===== config.mk =====
export PLATFORM = sky130hd
export DESIGN_NAME = instr_encoder_flat
export DESIGN_NICKNAME = d
export VERILOG_FILES = /design/src/rtl/instr_encoder_if.sv /design/src/rtl/instr_encoder.sv /design/src/flat_wrapper.sv
export SDC_FILE = /design/constraint.sdc
export NUM_CORES = 1
export LEC_CHECK = 0
export CORE_MARGIN = 2
export CORE_UTILIZATION = 50
export DETAILED_ROUTE_END_ITERATION = 6
export GPL_TIMING_DRIVEN = 0
export HOLD_SLACK_MARGIN = 0.1
export PLACE_DENSITY = 0.86
export SLEW_MARGIN = 0
export SYNTH_ARGS = -nofsm -noshare
export SYNTH_HDL_FRONTEND = slang
export SYNTH_SLANG_ARGS = --single-unit

===== constraint.sdc =====
create_clock -name clk -period 6.8 [get_ports clk]
set_input_delay 1.7 -clock clk [delete_from_list [all_inputs] [get_ports clk]]
set_output_delay 1.7 -clock clk [all_outputs]
set_load 0.005 [all_outputs]

===== src/rtl/instr_encoder_if.sv =====
// ----------------------------------------------------------------------------
// instr_encoder_if
//   Bundles the request side, the encoded-word stream and the status outputs
//   of instr_encoder. The clock and reset stay plain ports on the module.
//
//   Request side  : flush, in_valid/in_ready handshake, in_opcode, in_rd,
//                   in_rs1, in_rs2, in_funct3, in_funct7, in_imm, in_li
//   Stream side   : out_instr, out_addr, out_valid/out_ready handshake
//   Status        : err (one-cycle pulse), err_code (held), word_count
//
//   master : the program loader / bench (drives requests, takes words)
//   slave  : the encoder itself
// ----------------------------------------------------------------------------
interface instr_encoder_if #(
    parameter int OPERAND_LENGTH = 63,
    parameter int ADDR_W         = 32
);
    logic                    flush;
    logic                    in_valid;
    logic                    in_ready;
    logic [6:0]              in_opcode;
    logic [4:0]              in_rd;
    logic [4:0]              in_rs1;
    logic [4:0]              in_rs2;
    logic [2:0]              in_funct3;
    logic [6:0]              in_funct7;
    logic [OPERAND_LENGTH:0] in_imm;
    logic                    in_li;
    logic [31:0]             out_instr;
    logic [ADDR_W-1:0]       out_addr;
    logic                    out_valid;
    logic                    out_ready;
    logic                    err;
    logic [1:0]              err_code;
    logic [15:0]             word_count;

    modport master (
        output flush, in_valid, in_opcode, in_rd, in_rs1, in_rs2,
               in_funct3, in_funct7, in_imm, in_li, out_ready,
        input  in_ready, out_instr, out_addr, out_valid,
               err, err_code, word_count
    );

    modport slave (
        input  flush, in_valid, in_opcode, in_rd, in_rs1, in_rs2,
               in_funct3, in_funct7, in_imm, in_li, out_ready,
        output in_ready, out_instr, out_addr, out_valid,
               err, err_code, word_count
    );
endinterface


===== src/rtl/instr_encoder.sv =====
// ----------------------------------------------------------------------------
// instr_encoder
//   Packs opcode/register fields and a sign-extended immediate into a 32-bit
//   RV instruction word (the inverse of the datapath immediate generator) and
//   streams the words, tagged with byte addresses, to instruction-memory
//   write logic. A "li rd,imm" pseudo-op expands to ADDI, or LUI+ADDI.
//
//   Ports
//     clk   : clock, everything on the rising edge
//     reset : synchronous, active-high; higher priority than bus.flush
//     bus   : instr_encoder_if.slave (request, word stream, status)
//
//   Timing
//     One cycle from request accept to out_valid. A word whose consumer
//     accepts it in the same cycle a new request arrives is replaced at once,
//     giving one word per cycle. Rejected requests are consumed, raise err
//     for one cycle and emit nothing.
//
//   The immediate must be at least 32 bits wide (OPERAND_LENGTH >= 31) for
//   the U-type and li range checks to be meaningful.
// ----------------------------------------------------------------------------
module instr_encoder #(
    parameter int                OPERAND_LENGTH = 63,
    parameter int                ADDR_W         = 32,
    parameter logic [ADDR_W-1:0] BASE_ADDR      = '0
) (
    input  logic                clk,
    input  logic                reset,
    instr_encoder_if.slave      bus
);

    localparam int IMM_W = OPERAND_LENGTH + 1;

    // Opcodes understood by the encoder
    localparam logic [6:0] OP_LOAD   = 7'b0000011;
    localparam logic [6:0] OP_IMM    = 7'b0010011;
    localparam logic [6:0] OP_AUIPC  = 7'b0010111;
    localparam logic [6:0] OP_STORE  = 7'b0100011;
    localparam logic [6:0] OP_OP     = 7'b0110011;
    localparam logic [6:0] OP_LUI    = 7'b0110111;
    localparam logic [6:0] OP_BRANCH = 7'b1100011;

    localparam logic [1:0] ERR_NONE  = 2'd0;
    localparam logic [1:0] ERR_RANGE = 2'd1;
    localparam logic [1:0] ERR_ALIGN = 2'd2;
    localparam logic [1:0] ERR_OPC   = 2'd3;

    typedef enum logic [1:0] {
        S_IDLE    = 2'd0,
        S_EMIT    = 2'd1,
        S_EMIT_LO = 2'd2
    } state_t;

    // ------------------------------------------------------------------------
    // Registers
    // ------------------------------------------------------------------------
    state_t            r_state;
    logic [31:0]       r_out_instr;
    logic [ADDR_W-1:0] r_out_addr;
    logic              r_out_valid;
    logic              r_err;
    logic [1:0]        r_err_code;
    logic [15:0]       r_word_count;
    logic [31:0]       r_lo_instr;   // ADDI half of a two-word li
    logic              r_lo_pending; // current word is the LUI half of a li

    // ------------------------------------------------------------------------
    // Immediate range helpers
    // ------------------------------------------------------------------------
    // True when v equals the sign-extension of its low n bits: after an
    // arithmetic shift by n-1 only copies of the sign bit may remain.
    function automatic logic fits_signed(input logic [IMM_W-1:0] v, input int n);
        logic signed [IMM_W-1:0] sh;
        sh = $signed(v) >>> (n - 1);
        return (sh == '0) || (sh == '1);
    endfunction

    logic [IMM_W-1:0] w_imm;
    logic             w_fit12;
    logic             w_fit13;
    logic             w_fit32;
    logic             w_li_gap;
    logic [31:0]      w_li_sum;

    assign w_imm   = bus.in_imm;
    assign w_fit12 = fits_signed(w_imm, 12);
    assign w_fit13 = fits_signed(w_imm, 13);
    assign w_fit32 = fits_signed(w_imm, 32);

    // 0x7FFFF800..0x7FFFFFFF fit in 32 bits but the +0x800 rounding of the
    // upper part would overflow into bit 31, so LUI+ADDI cannot build them.
    assign w_li_gap = (w_imm[31:11] == 21'h0F_FFFF);

    // ADDI sign-extends its 12-bit lo, so the upper part is rounded up
    // whenever lo is negative.
    assign w_li_sum = w_imm[31:0] + 32'h0000_0800;

    // ------------------------------------------------------------------------
    // Combinational encode of the request currently on the bus
    // ------------------------------------------------------------------------
    logic [31:0] w_word0;
    logic [31:0] w_word1;
    logic        w_two;
    logic [1:0]  w_code;

    always_comb begin
        w_word0 = '0;
        w_word1 = '0;
        w_two   = 1'b0;
        w_code  = ERR_NONE;

        if (bus.in_li) begin
            if (w_fit12) begin
                // ADDI rd, x0, imm
                w_word0 = {w_imm[11:0], 5'd0, 3'b000, bus.in_rd, OP_IMM};
            end else if (w_fit32 && !w_li_gap) begin
                // LUI rd, hi ; ADDI rd, rd, lo
                w_word0 = {w_li_sum[31:12], bus.in_rd, OP_LUI};
                w_word1 = {w_imm[11:0], bus.in_rd, 3'b000, bus.in_rd, OP_IMM};
                w_two   = 1'b1;
            end else begin
                w_code = ERR_RANGE;
            end
        end else begin
            case (bus.in_opcode)
                OP_LOAD, OP_IMM: begin
                    w_word0 = {w_imm[11:0], bus.in_rs1, bus.in_funct3,
                               bus.in_rd, bus.in_opcode};
                    if (!w_fit12) begin
                        w_code = ERR_RANGE;
                    end
                end
                OP_STORE: begin
                    w_word0 = {w_imm[11:5], bus.in_rs2, bus.in_rs1,
                               bus.in_funct3, w_imm[4:0], bus.in_opcode};
                    if (!w_fit12) begin
                        w_code = ERR_RANGE;
                    end
                end
                OP_BRANCH: begin
                    // Branch offsets are even; bit 0 is never encoded.
                    w_word0 = {w_imm[12], w_imm[10:5], bus.in_rs2, bus.in_rs1,
                               bus.in_funct3, w_imm[4:1], w_imm[11], bus.in_opcode};
                    if (w_imm[0]) begin
                        w_code = ERR_ALIGN;
                    end else if (!w_fit13) begin
                        w_code = ERR_RANGE;
                    end
                end
                OP_LUI, OP_AUIPC: begin
                    w_word0 = {w_imm[31:12], bus.in_rd, bus.in_opcode};
                    if (w_imm[11:0] != 12'd0) begin
                        w_code = ERR_ALIGN;
                    end else if (!w_fit32) begin
                        w_code = ERR_RANGE;
                    end
                end
                OP_OP: begin
                    w_word0 = {bus.in_funct7, bus.in_rs2, bus.in_rs1,
                               bus.in_funct3, bus.in_rd, bus.in_opcode};
                end
                default: begin
                    w_code = ERR_OPC;
                end
            endcase
        end
    end

    // ------------------------------------------------------------------------
    // Handshakes
    // ------------------------------------------------------------------------
    logic w_out_fire;
    logic w_in_ready;
    logic w_in_fire;

    assign w_out_fire = r_out_valid & bus.out_ready;

    // A new request may overlap the consumer taking the current word, unless
    // that word is the first half of a li. Reset and flush block acceptance.
    assign w_in_ready = !reset && !bus.flush &&
                        ((r_state == S_IDLE) ||
                         ((r_state == S_EMIT) && w_out_fire && !r_lo_pending));

    assign w_in_fire = bus.in_valid & w_in_ready;

    // ------------------------------------------------------------------------
    // FSM and output registers
    // ------------------------------------------------------------------------
    always_ff @(posedge clk) begin
        if (reset || bus.flush) begin
            r_state      <= S_IDLE;
            r_out_instr  <= '0;
            r_out_addr   <= BASE_ADDR;
            r_out_valid  <= 1'b0;
            r_err        <= 1'b0;
            r_err_code   <= ERR_NONE;
            r_word_count <= '0;
            r_lo_instr   <= '0;
            r_lo_pending <= 1'b0;
        end else begin
            r_err <= 1'b0;

            if (w_out_fire) begin
                r_out_addr <= r_out_addr + ADDR_W'(4);
                if (r_word_count != 16'hFFFF) begin
                    r_word_count <= r_word_count + 16'd1;
                end
            end

            // A word is loaded into the output register only from an accepted,
            // error-free request; in IDLE and on a back-to-back accept in EMIT
            // the loading is identical, so it is shared here.
            if (w_in_fire) begin
                if (w_code != ERR_NONE) begin
                    r_err        <= 1'b1;
                    r_err_code   <= w_code;
                    r_out_valid  <= 1'b0;
                    r_lo_pending <= 1'b0;
                    r_state      <= S_IDLE;
                end else begin
                    r_out_instr  <= w_word0;
                    r_lo_instr   <= w_word1;
                    r_lo_pending <= w_two;
                    r_out_valid  <= 1'b1;
                    r_state      <= S_EMIT;
                end
            end else begin
                case (r_state)
                    S_EMIT: begin
                        if (w_out_fire) begin
                            if (r_lo_pending) begin
                                r_out_instr  <= r_lo_instr;
                                r_lo_pending <= 1'b0;
                                r_state      <= S_EMIT_LO;
                            end else begin
                                r_out_valid <= 1'b0;
                                r_state     <= S_IDLE;
                            end
                        end
                    end
                    S_EMIT_LO: begin
                        if (w_out_fire) begin
                            r_out_valid <= 1'b0;
                            r_state     <= S_IDLE;
                        end
                    end
                    default: begin
                        r_state <= S_IDLE;
                    end
                endcase
            end
        end
    end

    assign bus.in_ready   = w_in_ready;
    assign bus.out_instr  = r_out_instr;
    assign bus.out_addr   = r_out_addr;
    assign bus.out_valid  = r_out_valid;
    assign bus.err        = r_err;
    assign bus.err_code   = r_err_code;
    assign bus.word_count = r_word_count;

endmodule


===== src/flat_wrapper.sv =====
// flat-port wrapper written by rule: the top's interface ports become plain ports
module instr_encoder_flat 
#(
    parameter int                OPERAND_LENGTH = 63,
    parameter int                ADDR_W         = 32,
    parameter logic [ADDR_W-1:0] BASE_ADDR      = '0
)
  (clk, reset, bus_flush, bus_in_valid, bus_in_opcode, bus_in_rd, bus_in_rs1, bus_in_rs2, bus_in_funct3, bus_in_funct7, bus_in_imm, bus_in_li, bus_out_ready, bus_in_ready, bus_out_instr, bus_out_addr, bus_out_valid, bus_err, bus_err_code, bus_word_count);
  instr_encoder_if #(.OPERAND_LENGTH(OPERAND_LENGTH), .ADDR_W(ADDR_W)) bus_i ();
  input  logic clk;
  input  logic reset;
  input wire logic [$bits(bus_i.flush)-1:0] bus_flush;
  input wire logic [$bits(bus_i.in_valid)-1:0] bus_in_valid;
  input wire logic [$bits(bus_i.in_opcode)-1:0] bus_in_opcode;
  input wire logic [$bits(bus_i.in_rd)-1:0] bus_in_rd;
  input wire logic [$bits(bus_i.in_rs1)-1:0] bus_in_rs1;
  input wire logic [$bits(bus_i.in_rs2)-1:0] bus_in_rs2;
  input wire logic [$bits(bus_i.in_funct3)-1:0] bus_in_funct3;
  input wire logic [$bits(bus_i.in_funct7)-1:0] bus_in_funct7;
  input wire logic [$bits(bus_i.in_imm)-1:0] bus_in_imm;
  input wire logic [$bits(bus_i.in_li)-1:0] bus_in_li;
  input wire logic [$bits(bus_i.out_ready)-1:0] bus_out_ready;
  output wire logic [$bits(bus_i.in_ready)-1:0] bus_in_ready;
  output wire logic [$bits(bus_i.out_instr)-1:0] bus_out_instr;
  output wire logic [$bits(bus_i.out_addr)-1:0] bus_out_addr;
  output wire logic [$bits(bus_i.out_valid)-1:0] bus_out_valid;
  output wire logic [$bits(bus_i.err)-1:0] bus_err;
  output wire logic [$bits(bus_i.err_code)-1:0] bus_err_code;
  output wire logic [$bits(bus_i.word_count)-1:0] bus_word_count;
  assign bus_i.flush = bus_flush;
  assign bus_i.in_valid = bus_in_valid;
  assign bus_i.in_opcode = bus_in_opcode;
  assign bus_i.in_rd = bus_in_rd;
  assign bus_i.in_rs1 = bus_in_rs1;
  assign bus_i.in_rs2 = bus_in_rs2;
  assign bus_i.in_funct3 = bus_in_funct3;
  assign bus_i.in_funct7 = bus_in_funct7;
  assign bus_i.in_imm = bus_in_imm;
  assign bus_i.in_li = bus_in_li;
  assign bus_i.out_ready = bus_out_ready;
  assign bus_in_ready = bus_i.in_ready;
  assign bus_out_instr = bus_i.out_instr;
  assign bus_out_addr = bus_i.out_addr;
  assign bus_out_valid = bus_i.out_valid;
  assign bus_err = bus_i.err;
  assign bus_err_code = bus_i.err_code;
  assign bus_word_count = bus_i.word_count;
  instr_encoder #(.OPERAND_LENGTH(OPERAND_LENGTH), .ADDR_W(ADDR_W), .BASE_ADDR(BASE_ADDR)) u_core (.clk(clk), .reset(reset), .bus(bus_i));
endmodule

### After elaboration in Yosys (flattened, before gate mapping)

Cells that the tools add are included.
W data, S select, Z words.

* flip-flop bits (word level): 119
* output and inout bits: 85
* word-level logic and storage cells: 109
* bits of input ports: 102

* muxes and demuxes: 40
* bitwise operators: 4
* reductions and logical operators: 35
* add/subtract/negate cells: 3
* eq/ne operators: 18

Operator list (count)
* $mux W32: 11
* $eq A64 B64 Y1 const B: 3
* $logic_not A64 Y1: 3
* $pmux W32 S5: 1
* $add A32 B12 Y32 const B: 1
* $add A32 B3 Y32 const B: 1
* $eq A21 B20 Y1 const B: 1
* $eq A7 B6 Y1 const B: 3
* $mux W1: 17
* $add A16 B1 Y16 const B: 1
* $mux W2: 8
* $ne A16 B16 Y1 const B: 1
* $eq A7 B5 Y1 const B: 2
* $reduce_bool A12 Y1: 1
* $reduce_and A2 Y1: 5
* $pmux W2 S4: 1
* $reduce_and A4 Y1: 2
* $reduce_bool A2 Y1: 4
* $eq A7 B2 Y1 const B: 1
* $eq A7 B7 Y1 const B: 1
* $ne A3 B1 Y1 const B: 2
* $reduce_or A2 Y1: 3
* $logic_and A1 B1 Y1: 5
* $logic_or A1 B1 Y1: 5
* other kinds (12): 17

### Depth between registers and ports, before layout

* word-level depth: 9
* mapped depth: 11
* gate-level depth less buffers: 10

### Worst setup path after synthesis

OpenSTA, ideal clock, no wires.

* kind: in2out
* start: input bus_flush
* end: output bus_in_ready
* stages on the path: 3
* path buffers: 1
* data arrival time: 2.311 ns
* path slack: 2.789 ns
* required time: 5.100 ns
* path through: or2_2 clkbuf_1 a21oi_1

* word-level cells in the longest chain between the ends: 3

RTL lines
* start, declared: RTL line flat_wrapper.sv:12 `input wire logic [$bits(bus_i.flush)-1:0] bus_flush;`
* $logic_not A1 Y1: RTL line instr_encoder.sv:180 `assign w_in_ready = !reset && !bus.flush &&`
* $logic_and A1 B1 Y1 (2 in series): RTL line instr_encoder.sv:180
* end, declared: RTL line flat_wrapper.sv:23 `output wire logic [$bits(bus_i.in_ready)-1:0] bus_in_ready;`

Every way passes these cells.

### Worst setup path after layout

Same ends and word-level chain as after synthesis.

==> qor.csv <==
metric,value,unit
outcome,finished clean,
power consumption,1.31,mW
CP max stage cell,clkdlybuf4s50_1,
Final ANT Viol Nets,0,
CP Launch Type,input pin,
Hold Path Class,flip-flop to flip-flop,
routed vias,6432,
Worst EP required,5.10,ns
Max VDD drop,0.193,mV
grt ovf,0,
slew margin rel.,0.0273,
Post-synth EDFFs,0,
most frequent cells in the layout,"clkdlybuf4s50_1 (179), dfxtp_1 (103), nor2_1 (89)",
Core Region,10900,sq um
clock slew at reported path FFs,0.07,ns
TritonRoute pass-1 iters,5,
post-CTS sizing,0,
vias per inst,6.21,
pwr dens,165,nW/um^2
"Primary FF master, synth",dfxtp_1,
fmax,194,MHz
H-tree levels,3,
setup_tns,0,ns
CP cell instances,clkdlybuf4s50_1 -> or2_2 -> clkbuf_1 -> a21oi_1 -> clkdlybuf4s50_1,
Top Ports,187,
1st-iter DRT viols,808,
synthesized instance count,699,
multi-input logic area,3390,sq um
Chip Width,110,um
R2R setup slack,3.84,ns
"flops & latches, synth",103,
"Buf+Inv Stages, Crit Path",3,
"most used cell, CP",clkdlybuf4s50_1,
total CTS buffers,9,
FF-to-FF Start,u_core.r_state[1]$_SDFFE_PP0P_,
Global Route Usage Sum,0.333,
CP arrival,3.45,ns
Final Max Slew Viols,0,
deepest clock path buffer count,2,
root buffer cell,clkbuf_16,
Setup Viol. Count Final,0,
DP HPWL,16100,um
initial core utilization,0.519,
Die Y,110,um
ys async rst share,0,
diodes inserted,0,
area grow syn2layout,40.4,%
synthesized area,5670,sq um
Critical Path End Type,primary output,
"commonest non-fill, non-tap cell in the layout",clkdlybuf4s50_1,
number of I/O port buffers,179,
min setup slack post-route,1.65,ns
Clock Latency Late Sink,0.36,ns
first-pass GRT wire length,33300,um
Register Area,2060,sq um
Post-CTS Setup Inserts,0,
pre-CTS WS,1.61,ns
Tightest Pin Transition,1.45,ns
hold_buf cts,0,
GP Congestion,0.992,
Final Hold Viols,0,
critical path's largest stage delay,0.58,ns
antenna violations before repair,0,
routed len/inst,20.1,um
Filler cells,836,
die area,12200,sq um
minimum clock period,5.15,ns
vias in the first global route,6548,
Ys Warns,0,
hold-critical path depth,1,
drt total wl,20800,um
Row Count,38,
unrepaired setup endpoints after global routing,no,
fin crit share,0.757,
Crit Reg-Reg Endpoint,u_core.bus.out_instr[21]$_SDFFE_PP0P_,
Crit path max-delay family,buffers and inverters,
Cell variety after synth,67,
Post-Syn Area per Cell,8.11,sq um
max_cap viols,0,
Critical Path Fanout Max,5,
hold path startpoint,u_core.bus.out_instr[0]$_SDFFE_PP0P_,
Clock Sinks,103,
clk_skew,0.0109,ns
# DRC,0,
Pleak,2.60,nW
crit path kind,input pin to primary output,
pin count of the biggest net entering global routing,20,
Layout Nets,999,
"Seq/Total Area, Yosys",0.364,
layout cells sized above 1,0.0559,
clock tree from TritonCTS,built,
Util after Layout,0.728,
"Endpoint, Worst Hold",u_core.bus.out_instr[0]$_SDFFE_PP0P_,
R2R cell count,10,
where the power goes:
part,internal (mW),switching [mW],leakage (nW)
clock network,0.295,0.255,0.148
registers,0.604,0.00102,0.830
logic,0.0753,0.0797,1.62
total,0.974,0.336,2.60
area by class of cell:
class / instances / share of cell area
Timing Repair Buffer: 179 / 0.225
Multi-Input combinational cell: 547 / 0.426
Sequential cell: 103 / 0.259
Clock buffer: 9 / 0.0283
Buffer: 38 / 0.0225
Tap cell: 140 / 0.0220
Clock inverter: 7 / 0.0116
Inverter: 12 / 0.00566
logic make-up after synthesis:
| kind of cell | Yosys count | share of synthesized area |
|---|---|---|
| XOR/XNOR | 53 | 0.0819 |
| other | 1 | 0.000661 |
| multiplexers | 4 | 0.00706 |
| AO/OA/AOI/OAI | 171 | 0.218 |
| AND/OR/NAND/NOR | 310 | 0.274 |
| buffers and inverters | 50 | 0.0395 |
| adder cells (fa/ha/maj) | 7 | 0.0154 |
| flip-flops | 103 | 0.364 |
through the flow:
step,cell area [sq um],cells,hold WS (ns)
after floorplan,5670,700,0.449
after global placement,7640,1019,0.436
after detailed placement,7640,1019,0.439
after CTS,7960,1035,0.455
after global routing,7960,1035,0.478
final,7960,1035,0.456
layer usage:
layer  GRT usage  up-vias  wire, um
met5           0        -         0
met4       0.140        0       695
met3      0.0692       53      1710
met2       0.574      380     10100
met1       0.404     3040      8310
li1            -     2959         -
synth_stat cells (3+ instances only):
master     number  area (sq um)
and4_1          7          61.3
buf_2           8          40.0
a22oi_1        18           135
a211oi_1        6          45.0
nor2_1         89           334
nand4_1        22           138
a21oi_1        36           180
nand2b_1        4          25.0
nor3_1         11          55.1
nor4_1         17           106
mux2i_1         4          40.0
a311oi_1        6          52.6
and3_1         11          68.8
o22ai_1         4          25.0
a22o_1         17           149
inv_1          12          45.0
buf_4           5          37.5
nor2b_1         5          31.3
o32ai_1         6          52.6
nand3_1        38           190
xor2_1         27           236
o2111ai_1       5          43.8
ha_1            7          87.6
a31oi_1         6          37.5
a21o_1          3          22.5
a221o_1         5          50.1
xnor2_1        26           228
dfxtp_1       103          2060
clkbuf_1       23          86.3
and2_1          7          43.8
o211ai_1        3          22.5
o21ai_0        28           140
or3_1          13          81.3
o221ai_1        7          61.3
nand2_1        72           270
worst max-delay path by stage:
stage	startpoint	end	slack, ns	cells after the start
6_report	bus_flush	bus_in_ready	1.65	5
3_5_place_dp	bus_in_imm[11]	u_core.bus.out_instr[15]$_SDFFE_PP0P_	1.61	11
2_1_floorplan	bus_flush	bus_in_ready	2.79	3
3_3_place_gp	bus_in_imm[11]	u_core.r_lo_instr[31]$_SDFFE_PP0P_	1.63	10
4_1_cts	bus_flush	bus_in_ready	1.65	5
5_1_grt	bus_flush	bus_in_ready	1.61	5
worst register-to-register path: cells and delay by family, from the launching register on:
kind | cells | cell delay [ns]
AO/OA/AOI/OAI | 2 | 0.57
AND/OR/NAND/NOR | 3 | 0.38
adder cells (fa/ha/maj) | 1 | 0.23
flip-flops | 1 | 0.33
buffers and inverters | 4 | 1.35
registers in the layout, indices dropped and copies added (netlist names):
name and flops:
u_core.bus.err 1, u_core.bus.err_code 2, u_core.bus.out_addr 30, u_core.bus.out_instr 32
u_core.bus.out_valid 1, u_core.bus.word_count 16, u_core.r_lo_instr 18, u_core.r_lo_pending 1
u_core.r_state 2
(Power assumes the default switching activity.)
